**src/rtl/m_serial_sub.sv**
```systemverilog
// Bit-serial subtractor/comparator: computes A - B one bit per clock, LSB first,
// as A + ~B + 1, and registers the difference plus zero/unsigned/signed-less-than flags.
module m_serial_sub #(
    parameter int WIDTH = 32
) (
    input  logic             w_clk,
    input  logic             w_rst_n,
    input  logic             w_start,
    input  logic [WIDTH-1:0] w_a,
    input  logic [WIDTH-1:0] w_b,
    output logic             w_busy,
    output logic             w_done,
    output logic [WIDTH-1:0] w_diff,
    output logic             w_zero,
    output logic             w_ltu,
    output logic             w_lts
);
    localparam int CW = $clog2(WIDTH) + 1;
    localparam logic [CW-1:0] LAST_STEP = CW'(WIDTH - 1);

    typedef enum logic [1:0] {S_IDLE, S_SHIFT, S_DONE} state_t;

    state_t           state_q, state_d;
    logic [WIDTH-1:0] a_q, a_d;
    logic [WIDTH-1:0] b_q, b_d;
    logic             c_q, c_d;
    logic             zacc_q, zacc_d;
    logic [CW-1:0]    cnt_q, cnt_d;
    logic [WIDTH-1:0] diff_q, diff_d;
    logic             zero_q, zero_d;
    logic             ltu_q, ltu_d;
    logic             lts_q, lts_d;

    logic sum_bit;
    logic carry_next;
    logic last_step;

    assign sum_bit    = a_q[0] ^ b_q[0] ^ c_q;
    assign carry_next = (a_q[0] & b_q[0]) | (a_q[0] & c_q) | (b_q[0] & c_q);
    assign last_step  = (cnt_q == LAST_STEP);

    always_comb begin
        state_d = state_q;
        a_d     = a_q;
        b_d     = b_q;
        c_d     = c_q;
        zacc_d  = zacc_q;
        cnt_d   = cnt_q;
        diff_d  = diff_q;
        zero_d  = zero_q;
        ltu_d   = ltu_q;
        lts_d   = lts_q;

        case (state_q)
            S_SHIFT: begin
                a_d    = {sum_bit, a_q[WIDTH-1:1]};
                b_d    = {1'b0, b_q[WIDTH-1:1]};
                c_d    = carry_next;
                zacc_d = zacc_q | sum_bit;
                cnt_d  = cnt_q + CW'(1);
                if (last_step) begin
                    // Overflow is carry-into-MSB xor carry-out; signed LT is sign xor overflow.
                    state_d = S_DONE;
                    diff_d  = {sum_bit, a_q[WIDTH-1:1]};
                    zero_d  = ~(zacc_q | sum_bit);
                    ltu_d   = ~carry_next;
                    lts_d   = sum_bit ^ (c_q ^ carry_next);
                end
            end
            default: begin
                // IDLE and DONE both accept a new operation.
                state_d = S_IDLE;
                if (w_start) begin
                    state_d = S_SHIFT;
                    a_d     = w_a;
                    b_d     = ~w_b;
                    c_d     = 1'b1;
                    zacc_d  = 1'b0;
                    cnt_d   = '0;
                end
            end
        endcase
    end

    always_ff @(posedge w_clk or negedge w_rst_n) begin
        if (!w_rst_n) begin
            state_q <= S_IDLE;
            a_q     <= '0;
            b_q     <= '0;
            c_q     <= 1'b0;
            zacc_q  <= 1'b0;
            cnt_q   <= '0;
            diff_q  <= '0;
            zero_q  <= 1'b0;
            ltu_q   <= 1'b0;
            lts_q   <= 1'b0;
        end else begin
            state_q <= state_d;
            a_q     <= a_d;
            b_q     <= b_d;
            c_q     <= c_d;
            zacc_q  <= zacc_d;
            cnt_q   <= cnt_d;
            diff_q  <= diff_d;
            zero_q  <= zero_d;
            ltu_q   <= ltu_d;
            lts_q   <= lts_d;
        end
    end

    assign w_busy = (state_q == S_SHIFT);
    assign w_done = (state_q == S_DONE);
    assign w_diff = diff_q;
    assign w_zero = zero_q;
    assign w_ltu  = ltu_q;
    assign w_lts  = lts_q;
endmodule

```
**config.mk**
```make
export PLATFORM = sky130hd
export DESIGN_NAME = m_serial_sub
export DESIGN_NICKNAME = d
export VERILOG_FILES = /design/src/rtl/m_serial_sub.sv
export SDC_FILE = /design/constraint.sdc
export NUM_CORES = 1
export LEC_CHECK = 0
export ABC_AREA = 1
export BUFFER_PORTS_ARGS = -buffer_cell sky130_fd_sc_hd__buf_4
export CAP_MARGIN = 20
export CORE_ASPECT_RATIO = 0.6
export CORE_MARGIN = 2
export CORE_UTILIZATION = 38
export DETAILED_ROUTE_END_ITERATION = 10
export HOLD_SLACK_MARGIN = 0.02
export PLACE_DENSITY = 0.56
export SYNTH_ARGS = -nofsm -noshare
export SYNTH_HDL_FRONTEND = slang
export SYNTH_SLANG_ARGS = --single-unit
```
**constraint.sdc**
```tcl
create_clock -name w_clk -period 3.9 [get_ports w_clk]
set_clock_uncertainty 0.2 [all_clocks]
set_input_delay 0.585 -clock w_clk [delete_from_list [all_inputs] [get_ports w_clk]]
set_output_delay 0.585 -clock w_clk [all_outputs]
set_load 0.02 [all_outputs]
```
==> run metrics <==
CTS tree=done; post-synthesis async set-or-reset flop share=1.000; CTS Buf Count=9; Sw Pwr=between 1500 and 2000 µW; dpl cells=slightly above 800; top post-synthesis cells by count=nand2_1 (260), dfrtp_1 (109), nand3_1 (65), nand4_1 (35), inv_1 (22); Worst Setup SP=state_q[1]; cell seen most often among critical-path stages=nand2_1; largest net degree at the start of global routing=69; Worst IR Drop VDD=about 0.00027 V; synth unique cells=24; port buffer count=between 100 and 150; setup TNS=0 ns; Sw Ratio=0.3825; post-route minimum period=around 2.6 ns; highest metal used=met4; First-pass DRT Iterations=4; critical path, cell by cell=nor2_8 > nand3_2 > nand2_1 > nand2_1; Area contributors post-synth=dfrtp_1 (56%), nand2_1 (20%), nand3_1 (6.7%), nand4_1 (4.5%), buf_2 (2.1%); Seq/Total Area, Yosys=0.5637; H-tree depth=3; WL/cell=about 14 µm; WL met3=639 µm; Worst Path Arrival=approximately 2.6 ns; Seq cells post-synth=~110; via count=slightly above 4000; synthesized cell area=just under 5000 µm²; share of cells above drive strength 1=0.2018; die area=~14000 µm²; Finished Cell Area=approximately 5900 µm²; initial antenna violation count=0; most common cell in the netlist=nand2_1; Starting Density=0.3948; setup bufs post-CTS=0; leakage power=between 0.003 and 0.004 µW; hold crit path type=in -> async; post-CTS resize count=0; Final Cycle Share=0.6613; Req. time, crit path=a little under 4 ns; placed cell area=roughly 5700 µm²; endpoints failing hold=0; Setup crit end=w_diff[21]; Die Span Y=roughly 91 µm; total number of yosys warnings=0; Slew Limit Headroom=0.4020; I/O pin total=about 100; nature of the critical path endpoint=flip-flop; setup slack, reg-to-reg=approximately 1.3 ns; slowest stage delay, CP=0.81 ns; area of the multi-input gates=1818 µm²; worst-margin pin slew=around 0.9 ns; Critical R2R Capture=w_diff[21]; GR Overflow Total=0; Primary FF master, synth=dfrtp_1; hold_buf cts=0; Final Setup Violations=0; status=completed; clk root buf=clkbuf_16; met2 WL=slightly above 5 mm; Reg2Reg Launch Point=state_q[1]; number of diodes=0; routed vias/inst=4.922; Total GRT Usage=0.1827; DIE WIDTH=149.7 µm; Crit-path slowest cell=nand3_2; max_cap viols=0; clock slew seen by the registers of the worst setup and hold paths=roughly 0.070 ns; DRC violations left=0; Setup CP Type=reg -> reg; gpl congestion=around 0.76; clock share of power=0.199; fillers=1239; unrepaired setup endpoints after global routing=no; area delta synth->final=22.94%; Yosys top cell area share=0.5637; Synth Net Count=between 600 and 700; met1 WL=slightly below 6 mm; TritonCTS Sinks=between 100 and 150; core area=around 12000 µm²; FF-to-FF path depth=4; Initial DRC Count=286; Non-Filler Instances=roughly 800; Clock Tree Buf Depth=2; first-pass GRT wire length=slightly below 20 mm; nets=approximately 730; row count=31; Post-DRT Antenna Nets=0; final wirelength=roughly 12 mm; Critical Path Start Type=flip-flop; largest area contributor in the netlist=dfrtp_1; clk_lat worst skew=0.34 ns; Combinational Power Share=0.353; fmax=roughly 390 MHz; Sequential Power Share=0.448; register area=roughly 2700 µm²; Cells after Synth=570; Pins Over Slew Limit=0; post-DP HPWL=7.741 mm; Pwr Density=roughly 730 nW/µm²; synthesized area per cell=8.488 µm²; Post-synth EDFFs=0; Int Power=~2700 µW; vias in the first global route=roughly 3900; Power, Total=roughly 4300 µW; worst-path maximum fanout=57
-- per-stage QoR --
step / util / setup WS, ns / hold slack, ns
4_1_cts: 0.4853 / 1.301 / 0.1909
2_1_floorplan: - / 2.139 / 0.08941
3_5_place_dp: 0.4626 / 1.313 / 0.2595
3_3_place_gp: 0.4626 / 1.390 / 0.2566
5_1_grt: 0.4853 / 1.087 / 0.2171
6_report: 0.4853 / 1.321 / 0.1567
-- worst max-delay path: cells and delay by family, from the launching register on --
family / cells / cell delay, ns
flip-flops: 1 / 0.45
AND/OR/NAND/NOR: 4 / 1.79
-- cell type report --
cell class,count,area share
clock buffer,12,0.04312
sequential,109,0.4586
multi-input combinational,402,0.3056
clock inverter,3,0.003576
timing repair buffer,108,0.1384
tap,165,0.03471
inverter,25,0.01599
-- kinds of logic (layout without fill, tap and decap cells) --
family	after synthesis	in the layout	share of synthesized area
adders and majority gates	3	3	0.01086
AOI/OAI and AO/OA	7	7	0.007240
DFF	109	109	0.5637
and+or+nand+nor	392	392	0.3576
buffers and inverters	59	148	0.06051
-- power by group through the flow --
stage               sequential [µW]  combinational [µW]  clock [µW]
detailed placement             1940                1550           0
global placement               1930                1500           0
floorplan                      2050                 882           0
global route                   2000                1710         934
finish                         1930                1520         860
CTS                            1930                1550         888
-- metal layers --
layer  global-route usage  up-vias
met1               0.2749     1959
met4              0.04560        0
met2               0.2603       97
met3              0.04824       12
met5                    0        -
li1                     -     1988
-- layout by cell type (no fill, tap or decap), types with 3 or more instances in the layout --
cell type / netlist / layout
nand2_1: 260 / 260
dfrtp_1: 109 / 109
buf_4: 8 / 107
nand3_1: 65 / 65
nand4_1: 35 / 35
inv_1: 22 / 22
or2_1: 12 / 12
clkbuf_16: 0 / 9
nor2_1: 6 / 6
or2_0: 4 / 4
o21ai_0: 4 / 4
nand2_2: 3 / 3
a21oi_1: 3 / 3
-- flip-flops by register name, indices dropped and copies added (netlist names) --
name	count
zacc_q	1
state_q	2
w_diff	32
w_ltu	1
c_q	1
a_q	32
b_q	32
w_lts	1
w_zero	1
cnt_q	6
-- worst min-delay path by stage --
stage                 end        from
4_1_cts           b_q[11]     w_rst_n
6_report          b_q[11]     w_rst_n
3_5_place_dp   w_diff[15]  w_diff[15]
2_1_floorplan      a_q[0]     w_rst_n
3_3_place_gp        w_ltu       w_ltu
5_1_grt           b_q[13]     w_rst_n
(Power assumes the default switching activity.)
